$ cat src/rtl/block_scan_counter.sv
// Block scan counter: walks each NxN block in raster or zigzag order and
// steps through a BLKS_X x BLKS_Y grid of blocks, one coefficient per go.
module block_scan_counter #(
  parameter int LOG2_N = 3,
  parameter int BLKS_X = 4,
  parameter int BLKS_Y = 4,
  parameter int BX_W   = (BLKS_X > 1) ? $clog2(BLKS_X) : 1,
  parameter int BY_W   = (BLKS_Y > 1) ? $clog2(BLKS_Y) : 1
) (
  input  logic                  clk,
  input  logic                  rst,
  input  logic                  restart,
  input  logic                  go,
  input  logic                  zigzag,
  output logic [LOG2_N-1:0]     u,
  output logic [LOG2_N-1:0]     v,
  output logic [2*LOG2_N-1:0]   idx,
  output logic [BX_W-1:0]       blk_x,
  output logic [BY_W-1:0]       blk_y,
  output logic                  last_in_block,
  output logic                  done
);

  localparam int N = 1 << LOG2_N;
  localparam logic [LOG2_N-1:0]   L_EDGE = LOG2_N'(N - 1);
  localparam logic [2*LOG2_N-1:0] L_IDX  = (2*LOG2_N)'(N * N - 1);
  localparam logic [BX_W-1:0]     L_BX   = BX_W'(BLKS_X - 1);
  localparam logic [BY_W-1:0]     L_BY   = BY_W'(BLKS_Y - 1);

  logic [LOG2_N-1:0]   r_u, r_v;
  logic [2*LOG2_N-1:0] r_idx;
  logic [BX_W-1:0]     r_bx;
  logic [BY_W-1:0]     r_by;
  logic                r_mode;
  logic                r_dir;

  logic [LOG2_N-1:0]   w_u, w_v;
  logic [2*LOG2_N-1:0] w_idx;
  logic [BX_W-1:0]     w_bx;
  logic [BY_W-1:0]     w_by;
  logic                w_mode;
  logic                w_dir;

  logic w_last;
  logic w_done;
  logic w_blk_end;
  logic w_step;

  assign w_last    = (r_idx == L_IDX);
  assign w_done    = w_last & (r_bx == L_BX) & (r_by == L_BY);
  assign w_blk_end = ~restart & go & w_last & ~w_done;
  assign w_step    = ~restart & go & ~w_last;

  always_ff @(posedge clk or posedge rst) begin
    if (rst) begin
      r_u    <= '0;
      r_v    <= '0;
      r_idx  <= '0;
      r_bx   <= '0;
      r_by   <= '0;
      r_mode <= 1'b0;
      r_dir  <= 1'b1;
    end else begin
      r_u    <= w_u;
      r_v    <= w_v;
      r_idx  <= w_idx;
      r_bx   <= w_bx;
      r_by   <= w_by;
      r_mode <= w_mode;
      r_dir  <= w_dir;
    end
  end

  always_comb begin
    w_u    = r_u;
    w_v    = r_v;
    w_idx  = r_idx;
    w_bx   = r_bx;
    w_by   = r_by;
    w_mode = r_mode;
    w_dir  = r_dir;
    unique case (1'b1)
      restart: begin
        w_u    = '0;
        w_v    = '0;
        w_idx  = '0;
        w_bx   = '0;
        w_by   = '0;
        w_dir  = 1'b1;
        w_mode = zigzag;
      end
      w_blk_end: begin
        w_u   = '0;
        w_v   = '0;
        w_idx = '0;
        w_dir = 1'b1;
        if (r_bx == L_BX) begin
          w_bx = '0;
          w_by = r_by + 1'b1;
        end else begin
          w_bx = r_bx + 1'b1;
        end
      end
      w_step: begin
        w_idx = r_idx + 1'b1;
        if (!r_mode) begin
          if (r_v == L_EDGE) begin
            w_v = '0;
            w_u = r_u + 1'b1;
          end else begin
            w_v = r_v + 1'b1;
          end
        end else if (r_dir) begin
          // up-right diagonal; bounce off right edge before top edge
          if (r_v == L_EDGE) begin
            w_u   = r_u + 1'b1;
            w_dir = 1'b0;
          end else if (r_u == '0) begin
            w_v   = r_v + 1'b1;
            w_dir = 1'b0;
          end else begin
            w_u = r_u - 1'b1;
            w_v = r_v + 1'b1;
          end
        end else begin
          // down-left diagonal; bounce off bottom edge before left edge
          if (r_u == L_EDGE) begin
            w_v   = r_v + 1'b1;
            w_dir = 1'b1;
          end else if (r_v == '0) begin
            w_u   = r_u + 1'b1;
            w_dir = 1'b1;
          end else begin
            w_u = r_u + 1'b1;
            w_v = r_v - 1'b1;
          end
        end
      end
      default: ;
    endcase
  end

  assign u             = r_u;
  assign v             = r_v;
  assign idx           = r_idx;
  assign blk_x         = r_bx;
  assign blk_y         = r_by;
  assign last_in_block = w_last;
  assign done          = w_done;

endmodule
$ cat config.mk
export PLATFORM = sky130hd
export DESIGN_NAME = block_scan_counter
export DESIGN_NICKNAME = d
export VERILOG_FILES = /design/src/rtl/block_scan_counter.sv
export SDC_FILE = /design/constraint.sdc
export NUM_CORES = 1
export LEC_CHECK = 0
export BUFFER_PORTS_ARGS = -buffer_cell sky130_fd_sc_hd__buf_2
export CAP_MARGIN = 20
export CELL_PAD_IN_SITES_DETAIL_PLACEMENT = 1
export CELL_PAD_IN_SITES_GLOBAL_PLACEMENT = 1
export CORE_AREA = 2 2 58 60
export CTS_BUF_LIST = sky130_fd_sc_hd__clkbuf_2
export DETAILED_ROUTE_END_ITERATION = 7
export DIE_AREA = 0 0 60 62
export PLACE_DENSITY_LB_ADDON = 0.25
export REMOVE_ABC_BUFFERS = 1
export SYNTH_ARGS = -nofsm -noshare
export SYNTH_HDL_FRONTEND = slang
export SYNTH_SLANG_ARGS = --single-unit
$ cat constraint.sdc
create_clock -name clk -period 2.9 [get_ports clk]
set_clock_uncertainty 0.1 [all_clocks]
set_input_delay 0.29 -clock clk [delete_from_list [all_inputs] [get_ports clk]]
set_output_delay 0.29 -clock clk [all_outputs]
set_load 0.01 [all_outputs]
# After elaboration in Yosys (flattened, before gate mapping)
# Index checks and enable logic that the tools add are counted.
# totals
wordCells	70
inputBits	5
output_inout_bits	18
ff_bits	18
# op_classes
reduce_logical	9
n_addsub	7
mux	26
n_eq_ne	12
n_bitwise	9
# op_table
op	n
$mux W3	12
$ne A4 B4 Y1 const B	3
$pmux W3 S2	2
$pmux W6 S2	1
$pmux W2 S2	2
$add A3 B1 Y3 const B	2
$add A6 B1 Y6 const B	1
$and A1 B1 Y1	6
$eq A3 B3 Y1 const B	2
$eq A6 B6 Y1 const B	1
$logic_not A3 Y1	2
$mux W1	6
$sub A3 B1 Y3 const B	2
$ne A5 B5 Y1 const B	1
$add A2 B1 Y2 const B	2
$eq A2 B2 Y1 const B	2
$mux W2	2
$reduce_and A2 Y1	2
$reduce_and A4 Y1	1
$reduce_bool A2 Y1	2
$ne A3 B2 Y1 const B	1
$not A1 Y1	3
$reduce_and A3 Y1	1
$ne A2 B1 Y1 const B	1
other kinds (3)	3

# Logic depth before layout (Yosys ltp)
# logic_depth
depth_word	8
depth_mapped	6

# Worst setup path after synthesis
# No wires, ideal clock.
# synth_timing
kind	register to register
start	register r_u[0] (netlist: u[0])
end	register r_v[0] (netlist: v[0])
required_ns	2.675
t_arrival_ns	1.915
stages_incl_launch_ff	7
period_less_slack_ns	2.140
path_slack_ns	0.760
path_buffers	0
path_cell_list	dfrtp_1 > ha_1 > ha_1 > or4b_4 > a21oi_4 > a22oi_4 > mux2_4
# synth_between
elab_chain_cells	5
elab_cells_between_ends	7
classes_between	2 x eq/ne; 4 x mux; 1 x reduce/logical
# synth_lines
element	line	source
from (decl)	30	logic [LOG2_N-1:0] r_u, r_v;
from (signal assigned)	64	r_u <= w_u;
$eq A3 B3 Y1 (*)	127	if (r_u == L_EDGE) begin
$mux W3	127	
$mux W3	113	end else if (r_dir) begin
$mux W3	106	if (!r_mode) begin
$pmux W3 S2	82	unique case (1'b1)
to (signal assigned)	65	r_v <= w_v;
to (decl)	30	
# Every way passes the cells marked *; elsewhere a longest branch is shown, timed or not.
# A chain may end at the register's enable or synchronous reset.

# Worst setup path in the final report
# layout_timing
start	register r_u[0] (netlist: u[0])
end	register r_v[1] (netlist: v[1])
# The elaborated chain is that of the path after synthesis.

==> summary.log <==
[status] result of the run finished clean
[timing] tightest slew margin relative to the limit 51.9%
[synth] Synth top area share 33.1%
[clock_network] clock tree root driver cell sky130_fd_sc_hd__clkbuf_2
[floorplan] die outline area 3720 um2
[setup_path] endpoint required time on the critical path 3020 ps
[setup_path] Buf/Inv on CP 0
[layout] area growth from synthesis to layout 12.8%
[drt] router iterations before antenna repair 4
[placement] count of input and output buffers 22
[synth] post-synthesis sequential element count 18
[timing] final critical-path share of the clock period 75.2%
[synth] number of flops mapped to enable cells by yosys 0
[layout] fraction of layout cells with a size suffix above 1 25.3%
[setup_path] Setup Crit Path Kind reg -> reg
[layout] post-layout instance area 1450 um2
[pwr] Comb pwr share 22.8%
[global_routing] first-pass GRT wire length 4760 um
[clock_network] CTS tree built
[layout] final-layout fill cell count 377
[synth] Ys Warns 0
[clock_network] CTS sink count 18
[drt] routed len/inst 14.8 um
[floorplan] row count 21
[floorplan] Die Y 62 um
[setup_path] arrival time at the worst endpoint 2300 ps
[global_routing] pin count of the biggest net entering global routing 19
[floorplan] core footprint 3180 um2
[synth] Mapped Area 1280 um2
[clock_network] CTS H-tree depth 1
[timing] shortest clock period the worst path allows after layout 2180 ps
[setup_path] cell class contributing the biggest share of worst-path delay simple AND/OR/NAND/NOR gates
[drt] Detailed Route Iter0 Violations 21
[clock_network] CTS clk-pin slew, worst paths 180 ps
[drt] remaining antenna violation count after routing 0
[floorplan] initial core utilization 40.4%
[synth] post-synthesis sequential area ratio 35.2%
[placement] final HPWL from detailed placement 2280 um
[timing] transition time at the pin with the least slew margin 720 ps
[synth] main area contributors after synthesis sky130_fd_sc_hd__dfrtp_1 (33%), sky130_fd_sc_hd__ha_1 (11%), sky130_fd_sc_hd__nand2_1 (3.2%)
[layout] commonest cells after routing, fill and taps aside sky130_fd_sc_hd__buf_2 (22), sky130_fd_sc_hd__dfrtp_1 (17), sky130_fd_sc_hd__nand2_1 (11), sky130_fd_sc_hd__ha_1 (11), sky130_fd_sc_hd__inv_1 (10)
[drt] Via Count 1053
[pwr] power dissipated by switching net loads 0.000154 W
[pwr] static power due to leakage 0.756 nW
[clock_network] count of cells resized by post-cts repair 0
[clock_network] number of buffers added by the clock tree synthesis step 3
[clock_network] setup repair bufs after CTS 0
[synth] number of different library cells in the post-synthesis netlist 47
[timing] hold violation count in the final report 0
[setup_path] maximum fanout count along the critical path 4
[pwr] power density of the placed cells 343 nW/um2
[timing] number of pins with negative max-slew slack in the final report 0
[flow_run] Max Cap Violations 0
[setup_path] delay contributed by the slowest stage of the critical path 550 ps
[setup_path] endpoint class of the critical path flip-flop
[synth] Syn Area/Cell 10.1 um2
[timing] setup repair after global routing missed its margin no
[global_routing] initial antenna violation count 0
[floorplan] io pins 23
[global_routing] total congestion overflow after global routing 0
[drt] DR DRC count 0
[setup_path] crit-path most repeated cell sky130_fd_sc_hd__ha_1
[drt] via density per instance 5.37
[clock_network] hold buffers post-CTS 1
[floorplan] die outline width 60 um
[pwr] internal power of the cells 0.000343 W
[worst_hold_path] type of the tightest min-delay check in -> reg
[placement] Routability Congestion 0.742
[timing] Max Fclk 459 MHz
[setup_path] slowest CP cell sky130_fd_sc_hd__or4b_4
[pwr] worst vdd rail ir drop 0.219 mV
[pwr] fraction of power spent switching nets 31.0%
[synth] Syn Inst Count 127
[synth] leading area contributor after synthesis sky130_fd_sc_hd__dfrtp_1
[timing] final setup violating endpoints 0
[placement] cell area reported after detailed placement 1420 um2
[clock_network] maximum count of clock buffers along a single path 2
[timing] summed negative setup slack over all endpoints 0 ps
[clock_network] worst-skew pair later-pin latency 300 ps
[setup_path] crit-path cells ha_1, ha_1, or4b_4, a21oi_4, a22oi_4, mux2_4
[synth] dominant synthesized flop cell sky130_fd_sc_hd__dfrtp_1
[pwr] fraction of power consumed by sequential logic 55.5%
[layout] final-stage net count 167
[drt] aggregate routed wire length 2910 um
[global_routing] global-route total usage across every layer 17.4%
[setup_path] kind of launch point of the worst setup path flip-flop
[synth] share of flip-flops with an asynchronous set or reset after synthesis 100%
[layout] most frequent standard cell in the layout excluding fill and tap cells sky130_fd_sc_hd__buf_2
[global_routing] number of global-route vias before repair 1029
[layout] total inserted antenna cells 0
[pwr] share of power burned in the clock network 21.7%
cell usage after synthesis, types with 2 or more instances:
cell type	number
sky130_fd_sc_hd__a21boi_1	2
sky130_fd_sc_hd__a21oi_1	4
sky130_fd_sc_hd__a32o_1	2
sky130_fd_sc_hd__and2_1	2
sky130_fd_sc_hd__buf_6	2
sky130_fd_sc_hd__dfrtp_1	17
sky130_fd_sc_hd__ha_1	11
sky130_fd_sc_hd__inv_1	10
sky130_fd_sc_hd__mux2_4	2
sky130_fd_sc_hd__mux2i_1	4
sky130_fd_sc_hd__nand2_1	11
sky130_fd_sc_hd__nand2b_1	2
sky130_fd_sc_hd__nand3_1	4
sky130_fd_sc_hd__nand3b_1	2
sky130_fd_sc_hd__nand4_1	5
sky130_fd_sc_hd__nor2_1	5
sky130_fd_sc_hd__nor2b_1	3
sky130_fd_sc_hd__nor3_1	2
sky130_fd_sc_hd__nor3b_1	2
sky130_fd_sc_hd__o21ai_0	6
sky130_fd_sc_hd__o31ai_1	2
sky130_fd_sc_hd__xnor2_1	2
final cells by class:
class | count | area (um2) | area share, %
timing repair buffer | 23 | 120 | 8.29
multi-input combinational | 95 | 763 | 52.7
tap | 46 | 57.6 | 3.97
inverter | 10 | 37.5 | 2.59
clock inverter | 1 | 3.75 | 0.259
sequential | 18 | 452 | 31.2
clock buffer | 3 | 15.0 | 1.04
power by group through the flow:
stage                     Clock [W]  Combinational [W]  Sequential [W]
after floorplan                   0          0.0000757        0.000282
after global placement            0           0.000108        0.000280
after detailed placement          0           0.000113        0.000281
after CTS                  0.000119           0.000115        0.000276
after global routing       0.000129           0.000126        0.000279
final                      0.000108           0.000113        0.000276
per-layer routing:
| metal | track usage (%) | part of all wire (%) | vias up |
|---|---|---|---|
| met1 | 21.0 | 43 | 530 |
| met3 | 2.69 | 2.2 | 6 |
| met2 | 30.9 | 53 | 12 |
| li1 | - | - | 505 |
| met5 | 0 | 0 | - |
| met4 | 7.62 | 2.0 | 0 |
metrics by stage:
step	power (W)	hold WS (ps)	worst slack (ps)	util, %	cells
2_1_floorplan	0.000358	128	760	-	123
3_3_place_gp	0.000388	337	762	44.7	191
6_report	0.000497	107	721	45.6	196
3_5_place_dp	0.000394	355	717	44.7	191
4_1_cts	0.000510	89.6	709	45.6	196
5_1_grt	0.000534	78.6	524	45.6	196
logic make-up (layout without fill, tap and decap cells):
kind of cell | after synthesis | count (layout) | synth area share (%)
and+or+nand+nor | 47 | 47 | 21.8
AOI/OAI and AO/OA | 27 | 27 | 18.5
DFF | 18 | 18 | 35.2
buffers and inverters | 14 | 37 | 5.45
adders and majority gates | 11 | 11 | 10.7
muxes | 7 | 7 | 6.33
xor gates and xnor gates | 3 | 3 | 2.05
state kept, by name, summed over array words and instances, names as in the netlist:
name,flops
idx,6
u,3
v,3
blk_x,2
blk_y,2
r_dir,1
r_mode,1
worst register-to-register path, stage by stage, from the launching register on:
cell and delay [ps]:
sky130_fd_sc_hd__dfrtp_1 440, sky130_fd_sc_hd__ha_1 210, sky130_fd_sc_hd__ha_1 220, sky130_fd_sc_hd__or4b_4 550, sky130_fd_sc_hd__a21oi_4 200, sky130_fd_sc_hd__a22oi_4 90
sky130_fd_sc_hd__mux2_4 310
final timing paths:
kind	from	to	slack, ps	cells past startpoint
max	u[0]	v[1]	720	6
min	zigzag	r_mode	110	3
max reg2reg	u[0]	v[1]	720	6
min reg2reg	idx[0]	idx[0]	460	1
max in group asynchronous	rst	u[0]	1720	3
min in group asynchronous	rst	idx[0]	520	3
(Power assumes the default switching activity.)
